`src/rtl/hex_msg_pkg.sv`:
```
// Shared definitions for the HELLO message display path.
// Holds the character codes, the active-low 7-segment patterns ({g,f,e,d,c,b,a})
// and the rotator state encoding.
package hex_msg_pkg;

   localparam int CH_BLANK = 0;
   localparam int CH_H     = 1;
   localparam int CH_E     = 2;
   localparam int CH_L     = 3;
   localparam int CH_O     = 4;

   localparam logic [6:0] SEG_H     = 7'b0001001;
   localparam logic [6:0] SEG_E     = 7'b0000110;
   localparam logic [6:0] SEG_L     = 7'b1000111;
   localparam logic [6:0] SEG_O     = 7'b1000000;
   localparam logic [6:0] SEG_BLANK = 7'b1111111;

   typedef enum logic [1:0] {
      IDLE   = 2'b00,
      LOAD   = 2'b01,
      ROTATE = 2'b10
   } state_t;

endpackage

```
`src/rtl/hex_char_decoder.sv`:
```
// Character code to active-low 7-segment pattern, purely combinational.
// Ports:
//   char_code  in   CHAR_W  character code (0 blank, 1 H, 2 E, 3 L, 4 O, others blank)
//   seg        out  7       segments {g,f,e,d,c,b,a}, active-low
module hex_char_decoder
   import hex_msg_pkg::*;
#(
   parameter int CHAR_W = 3
) (
   input  logic [CHAR_W-1:0] char_code,
   output logic [6:0]        seg
);

   always_comb begin
      seg = SEG_BLANK;
      if (char_code == CHAR_W'(CH_H)) begin
         seg = SEG_H;
      end else if (char_code == CHAR_W'(CH_E)) begin
         seg = SEG_E;
      end else if (char_code == CHAR_W'(CH_L)) begin
         seg = SEG_L;
      end else if (char_code == CHAR_W'(CH_O)) begin
         seg = SEG_O;
      end
   end

endmodule

```
`src/rtl/hex_message_rotator.sv`:
```
// Display-side consumer of the HELLO sequencer's Shift/state stream.
// Characters are shifted in one per cycle on Load; while Shift is held the
// message rotates circularly left once every TICK_DIV cycles. Every digit is
// decoded to an active-low 7-segment pattern.
// Ports:
//   Clock     in   1             system clock, rising edge
//   Reset     in   1             asynchronous, active-low reset
//   Load      in   1             CharIn valid; shift it into digit 0 (beats Shift)
//   CharIn    in   CHAR_W        character code
//   Shift     in   1             rotate enable, level-sensitive
//   HexOut    out  7*NUM_DIGITS  HexOut[7*i +: 7] = digit i segments, active-low
//   Rotating  out  1             high while in ROTATE
//
// state  | meaning
// IDLE   | contents held, tick counter held at 0
// LOAD   | a character was shifted in on the last cycle
// ROTATE | tick counter running, circular left step at terminal count
module hex_message_rotator
   import hex_msg_pkg::*;
#(
   parameter int NUM_DIGITS = 8,
   parameter int TICK_DIV   = 50_000_000,
   parameter int CHAR_W     = 3
) (
   input  logic                    Clock,
   input  logic                    Reset,
   input  logic                    Load,
   input  logic [CHAR_W-1:0]       CharIn,
   input  logic                    Shift,
   output logic [7*NUM_DIGITS-1:0] HexOut,
   output logic                    Rotating
);

   localparam int               CNT_W  = (TICK_DIV > 1) ? $clog2(TICK_DIV) : 1;
   localparam logic [CNT_W-1:0] CNT_TC = CNT_W'(TICK_DIV - 1);

   state_t            state, state_nxt;
   logic [CNT_W-1:0]  tick_cnt;
   logic [CHAR_W-1:0] digit [NUM_DIGITS];
   logic              do_load, do_rot, cnt_run;

   always_ff @(posedge Clock or negedge Reset) begin
      if (!Reset) begin
         state <= IDLE;
      end else begin
         state <= state_nxt;
      end
   end

   always_comb begin
      state_nxt = state;
      do_load   = 1'b0;
      do_rot    = 1'b0;
      cnt_run   = 1'b0;
      if (Load) begin
         state_nxt = LOAD;
         do_load   = 1'b1;
      end else begin
         case (state)
            IDLE, LOAD: state_nxt = Shift ? ROTATE : IDLE;
            ROTATE: begin
               if (Shift) begin
                  state_nxt = ROTATE;
                  cnt_run   = 1'b1;
                  do_rot    = (tick_cnt == CNT_TC);
               end else begin
                  state_nxt = IDLE;
               end
            end
            default: state_nxt = IDLE;
         endcase
      end
   end

   // Cleared whenever not counting, so a re-entry into ROTATE always waits a
   // full TICK_DIV cycles; with TICK_DIV==1 the compare is true every cycle.
   always_ff @(posedge Clock or negedge Reset) begin
      if (!Reset) begin
         tick_cnt <= '0;
      end else if (!cnt_run || do_rot) begin
         tick_cnt <= '0;
      end else begin
         tick_cnt <= tick_cnt + CNT_W'(1);
      end
   end

   always_ff @(posedge Clock or negedge Reset) begin
      if (!Reset) begin
         for (int i = 0; i < NUM_DIGITS; i++) begin
            digit[i] <= CHAR_W'(CH_BLANK);
         end
      end else if (do_load || do_rot) begin
         for (int i = 1; i < NUM_DIGITS; i++) begin
            digit[i] <= digit[i-1];
         end
         digit[0] <= do_load ? CharIn : digit[NUM_DIGITS-1];
      end
   end

   for (genvar i = 0; i < NUM_DIGITS; i++) begin : g_dec
      hex_char_decoder #(
         .CHAR_W(CHAR_W)
      ) u_dec (
         .char_code(digit[i]),
         .seg      (HexOut[7*i +: 7])
      );
   end

   assign Rotating = (state == ROTATE);

endmodule
```
`config.mk`:
```
export PLATFORM = sky130hd
export DESIGN_NAME = hex_message_rotator
export DESIGN_NICKNAME = d
export VERILOG_FILES = /design/src/rtl/hex_msg_pkg.sv /design/src/rtl/hex_char_decoder.sv /design/src/rtl/hex_message_rotator.sv
export SDC_FILE = /design/constraint.sdc
export NUM_CORES = 1
export LEC_CHECK = 0
export CORE_MARGIN = 10
export CORE_UTILIZATION = 45
export DETAILED_ROUTE_END_ITERATION = 8
export GPL_TIMING_DRIVEN = 0
export PLACE_DENSITY = 0.73
export SLEW_MARGIN = 25
export SYNTH_ARGS = -nofsm -noshare
export SYNTH_HDL_FRONTEND = slang
export SYNTH_HIERARCHICAL = 1
export SYNTH_SLANG_ARGS = --single-unit
```
`constraint.sdc`:
```
create_clock -name Clock -period 3.6 [get_ports Clock]
set_input_delay 1.08 -clock Clock [delete_from_list [all_inputs] [get_ports Clock]]
set_output_delay 1.08 -clock Clock [all_outputs]
set_load 0.005 [all_outputs]
```
==> results of run 1 <==
==> Yosys cell counts <==
master,instances,area (sq um)
dfrtp_1,52,1300
xor2_1,49,429
nor2_1,37,139
nand2b_1,25,156
mux2_4,20,300
buf_4,18,135
nand3_1,10,50.1
buf_2,9,45.0
nand4_1,9,56.3
mux2i_1,8,80.1
mux2_2,7,78.8
nand2_1,7,26.3
xnor2_1,7,61.3
and3_1,4,25.0
nor3_1,3,15.0
and2_1,2,12.5
buf_6,2,22.5
clkbuf_1,2,7.51
inv_1,2,7.51
nor2b_1,2,12.5
nor4_4,2,42.5
a21oi_1,1,5.00
and4_1,1,8.76
and4bb_2,1,12.5
ha_1,1,12.5
nand3b_1,1,7.51
nand4_2,1,12.5
nor2_2,1,6.26
nor3b_1,1,7.51
nor4_1,1,6.26
nor4_2,1,12.5
or2_2,1,6.26
or3_1,1,6.26
==> worst paths after layout <==
| check | from | endpoint | cells past startpoint |
|---|---|---|---|
| min in group asynchronous | Reset | tick_cnt[14] | 1 |
| max in group asynchronous | Reset | tick_cnt[0] | 1 |
| hold reg to reg | state[1] | state[1] | 1 |
| hold / removal | state[1] | state[1] | 1 |
| setup / recovery | digit[18] | HexOut[12] | 4 |
| setup reg to reg | tick_cnt[0] | digit[21] | 5 |
==> cells by family (layout without fill, tap and decap cells) <==
kind of cell / Yosys count / count (layout)
xor gates and xnor gates: 56 / 56
muxes: 35 / 35
buffers and inverters: 33 / 104
DFF: 52 / 52
AOI/OAI and AO/OA: 1 / 1
and+or+nand+nor: 111 / 111
adders and majority gates: 1 / 1
==> registers in the layout, summed over array words and instances, names as in the netlist <==
signal    flops
state         2
tick_cnt     26
digit        24
==> per-layer routing <==
metal,vias up,global-route usage,share of wire
met2,52,0.211,0.52
met3,5,0.0282,0.056
li1,1069,-,-
met4,0,0.0289,0.0081
met5,-,0,0
met1,1047,0.130,0.41
==> final cells by class <==
cell class	instances	area [sq um]
Fill cell	579	2830
Multi-Input combinational cell	204	1590
Sequential cell	52	1300
Timing Repair Buffer	63	628
Buffer	31	210
Tap cell	80	100
Clock buffer	6	82.6
Clock inverter	2	10.0
Inverter	2	7.51
==> report_power, final <==
group	total, mW	switching [mW]	leakage, nW	internal (mW)
registers	0.777	0.121	0.672	0.657
clock network	0.339	0.185	0.0510	0.154
logic	1.21	0.375	1.03	0.831
total	2.32	0.681	1.75	1.64
==> stage by stage <==
stage                     hold WS [ns]  instance area, sq um  std cells  setup TNS (ns)  worst slack, ns
after detailed placement         0.435                  3840        432               0            0.743
after CTS                        0.448                  3930        440               0            0.672
final                            0.445                  3930        440               0            0.689
after global placement           0.417                  3840        432           -3.92          -0.0767
after global routing             0.473                  3930        440               0            0.581
after floorplan                  0.407                  3110        289               0             1.42
==> results.ini, run 1 <==
[run_status]
status=finished clean

[synth]
synth-simple-area-share=0.200
synth_compound_area_frac=0.00161
seq_area_frac_synth=0.419
synth_top_family_by_area=simple AND/OR/NAND/NOR gates
syn_nets=297
yosysUniqueCellTypes=33
yosys_warnings=6
ys_ff_latch=52
synth_xor_area_frac=0.158
synthAdderAreaFrac=0.00403
synth_area_per_cell_sq_um=10.8
synthMuxAreaShare=0.148
synth_area_sq_um=3110
synth_cells=289

[worst_setup_path]
cpMaxStageDelayCell=clkdlybuf4s50_1
crit_path_end_kind=output pin
cp.required_ns=2.52
reg2reg_slack_ns=1.52
critPathTopFamily=buffers and inverters
crit_type=flip-flop to output pin
path_cells=nor2_1, xor2_1, buf_4, clkdlybuf4s50_1
cp_slowest_stage_delay_ns=0.49
crit_buf_inv=2
cp-start-kind=flip-flop
arrival_ns=1.83
crit_fanout=6

[sta]
period_minus_slack_ns=2.91
period_share=0.809
fmax_mhz=344
slew_viol_final=0
setup_viol=0
finalClockSkew_ns=0.00691
relSlewSlack=0.573
worst_pin_slew_ns=0.641
rsz0062_at_grt=false
hold_violations=0

[layout]
fin_util=0.581
final_nets=367
area_delta_synth_final_pct=26.4
final_common_cell=clkdlybuf4s50_1
mostFrequentLayoutCells=clkdlybuf4s50_1, dfrtp_1, xor2_1, nor2_1, nand2b_1
antenna_cells=0
drive_gt1_frac=0.200

[route]
vias_per_cell=4.94
drcViolationCount=0
drt_iter0_markers=51
wl_per_cell_um=14.1
dr.pass1.iters=4
wirelength_um=6210
ant_nets=0
vias=2173

[floorplan]
ioPinCount=64
chipHeight_um=103
die_area_sq_um=10600
rows=30
core_area_sq_um=6760
fp.dieW_um=103
start_util=0.460

[clock_network]
clk_latency_ns=0.30
clock_sinks=52
htreeDepth=2
cts_buffer_depth=2
cts_tree=yes
ctsResizeCount=0
hold_buffers=0
cts_buffers=5
cts_root_buf=clkbuf_8
clk_pin_slew_worst_paths_ns=0.09
post_cts_buffers=0

[power_and_ir_drop]
p_leak_nw=1.75
power_density_nw_per_um2=591
power_mw=2.32
vdd_ir_drop_max_uv=194

[run]
maxCapViolCount=0

[grt]
grt_max_degree=53
grt_pass1_wl_um=9890
antenna_found_initial=0
grt_pass1_vias=2024
globalRouteOverflowTotal=0
grtUsageTotal=0.115

[placed_design]
port_buffers=63
place_congestion=0.858
hpwl_um=4790

[hold_path]
worstHoldPathType=flip-flop to flip-flop

Power figures use the tool's default switching activity.
==> inputs of run 2 (changes only) <==
Clock period 3.6 ns to 2.8 ns, I/O delays scaled along.
==> results of run 2 <==
Same layout as run 1 (identical final DEF). Status: finished clean.
Main changes from that run: setup slack after placement 0.743 ns -> 0.183 ns; setup slack after layout 0.689 ns -> 0.129 ns; register-to-register setup slack 1.52 ns -> 0.72 ns; total power 2.32 mW -> 2.99 mW; worst IR drop on VDD 194 uV -> 249 uV
==> inputs of run 3 (changes only) <==
Settings changed: PLACE_DENSITY 0.73 to 0.72, SYNTH_HIERARCHICAL 1 to not set.
==> run 3 against run 2 <==
Total power shrank 4.8%; flip-flop and latch count is the same; critical endpoint is now HexOut[54]; synthesized area grew 4.3%; highest routed layer unchanged; register-to-register slack is essentially flat; global-route usage grew 1.1 points.
==> results.ini, run 3 <==
[run_status]
status=finished clean

[floorplan]
die_area_sq_um=11000
ioPinCount=64
core_area_sq_um=6910
chipHeight_um=105
rows=30
fp.dieW_um=105
start_util=0.469

[clock_network]
cts_buffer_depth=2
clock_sinks=52
htreeDepth=2
cts_root_buf=clkbuf_8
clk_pin_slew_worst_paths_ns=0.09
cts_tree=yes
cts_buffers=5
clk_latency_ns=0.30

[grt]
grt_pass1_vias=2380
grtUsageMet1=0.153
grt_max_degree=53
antenna_found_initial=0
grt.busiest_layer=met2
globalRouteOverflowTotal=0
grt_pass1_wl_um=11700
grtUsageMet3=0.0375
grt.met2_usage=0.212
grtUsageTotal=0.125

[power_and_ir_drop]
combPwrFrac=0.522
swShare=0.304
power_switching_mw=0.863
clkPwrFrac=0.141
vdd_ir_drop_max_uv=263
p_int_mw=1.98
power_mw=2.84
power_density_nw_per_um2=694
p_leak_nw=1.71
p_seq_frac=0.337

[synth]
synth_cells=314
yosysUniqueCellTypes=43
synthTopCellsByArea=dfrtp_1, xor2_1, mux2_4
yosysMostFrequentCell=dfrtp_1
seq_area_frac_synth=0.401
yosys_most_used_dff=dfrtp_1
synth_edf_count=0
synth_common_cells=dfrtp_1, xor2_1, nand2b_1, nor2_1, mux2_4
async_flop_share=1.00
synth_area_per_cell_sq_um=10.3
yosys.area.top_type_share=0.401
ys_ff_latch=52
synth_top_area_cell=dfrtp_1
yosys_warnings=0
synth_area_sq_um=3240
syn_nets=322

[worst_setup_path]
cp.required_ns=1.96
crit_type=flip-flop to output pin
r2r-end=tick_cnt[17]
cp-start-kind=flip-flop
r2r_cells=6
startpoint=digit[1]
endpoint=HexOut[54]
crit_fanout=7
timing.rr.start=tick_cnt[0]
crit_path_end_kind=output pin
reg2reg_slack_ns=0.72
arrival_ns=1.88

[layout]
top_regs=tick_cnt: 26 flops, digit: 24 flops, state: 2 flops
largest_register_ff_count=26
area_delta_synth_final_pct=26.2
num-fill-cells=625
mostFrequentLayoutCells=clkdlybuf4s50_1, dfrtp_1, xor2_1, nand2b_1
top_register=tick_cnt
drive_gt1_frac=0.195
final_common_cell=clkdlybuf4s50_1
final_nets=388
antenna_cells=0

[sta]
setup_viol=0
period_share=0.973
finalClockSkew_ns=0.00903
hold_violations=0
fmax_mhz=367
worst_pin_slew_ns=0.641
fin_tns_setup_ns=0
period_minus_slack_ns=2.72
slew_viol_final=0
relSlewSlack=0.573

[route]
dr.pass1.iters=4
vias_per_cell=5.08
wirelength_um=6940
vias=2420
drcViolationCount=0
wl_per_cell_um=14.6
ant_nets=0
drt_iter0_markers=50

[hold_path]
worstHoldPathType=flip-flop to flip-flop
hold_path_depth=1

[placed_design]
place_congestion=0.826
port_buffers=63
hpwl_um=5330

[run]
maxCapViolCount=0

run 3: worst min-delay path by stage:
stage	startpoint	endpoint
4_1_cts	tick_cnt[0]	tick_cnt[0]
6_report	tick_cnt[0]	tick_cnt[0]
5_1_grt	tick_cnt[0]	tick_cnt[0]
2_1_floorplan	tick_cnt[0]	tick_cnt[0]
3_5_place_dp	tick_cnt[0]	tick_cnt[0]
3_3_place_gp	tick_cnt[0]	tick_cnt[0]
run 3: timing repair:
item                       CTS  global route
hold endpoints to repair     0             0
resized for setup            2            10
cloned                       0             0
pin swaps                    0             2
setup endpoints to repair    2            10
setup buffers                0             1
hold buffers                 0             0
run 3: cell type report:
type | count | area [sq um] | share of cell area
buffer | 32 | 205 | 0.0501
clock buffer | 6 | 72.6 | 0.0177
clock inverter | 1 | 5.00 | 0.00122
inverter | 4 | 15.0 | 0.00367
multi-input combinational | 221 | 1740 | 0.425
sequential | 52 | 1300 | 0.318
tap | 96 | 120 | 0.0293
timing repair buffer | 64 | 636 | 0.155
run 3: layer usage:
metal,vias to the layer above,routed length [um]
met5,-,0
met4,0,81
met3,10,345
met2,46,3460
met1,1158,3050
li1,1206,-
run 3: metrics by stage:
step           worst slack, ns  cells  utilization  cell area (sq um)  hold WS, ns
2_1_floorplan            0.723    314            -               3240        0.445
3_3_place_gp            -0.634    473        0.578               3990        0.469
3_5_place_dp            0.0392    473        0.578               3990        0.484
4_1_cts                 0.0174    480        0.590               4070        0.496
5_1_grt                -0.0160    476        0.593               4090        0.516
6_report                0.0752    476        0.593               4090        0.495
run 3: cells by family (layout without fill, tap and decap cells):
family                   after synthesis  after routing  share of synthesized area
buffers and inverters                 41            107                     0.0733
multiplexers                          29             29                      0.121
adder cells (fa/ha/maj)                1              1                    0.00386
XOR/XNOR                              43             43                      0.116
AO/OA/AOI/OAI                         34             34                     0.0648
flip-flops                            52             52                      0.401
AND/OR/NAND/NOR                      114            114                      0.220
run 3: worst max-delay path, cell delays in order, from the launching register on:
cell	delay [ns]
dfrtp_1	0.37
clkbuf_1	0.19
nor2_2	0.19
xor2_2	0.20
buf_4	0.13
clkdlybuf4s50_1	0.49
run 3: power by group through the flow:
stage | registers, mW | clock network [mW] | logic, mW
after floorplan | 0.908 | 0 | 0.750
after global placement | 0.925 | 0 | 1.50
after detailed placement | 0.928 | 0 | 1.54
after CTS | 0.915 | 0.411 | 1.54
after global routing | 0.981 | 0.445 | 1.61
final | 0.957 | 0.401 | 1.48
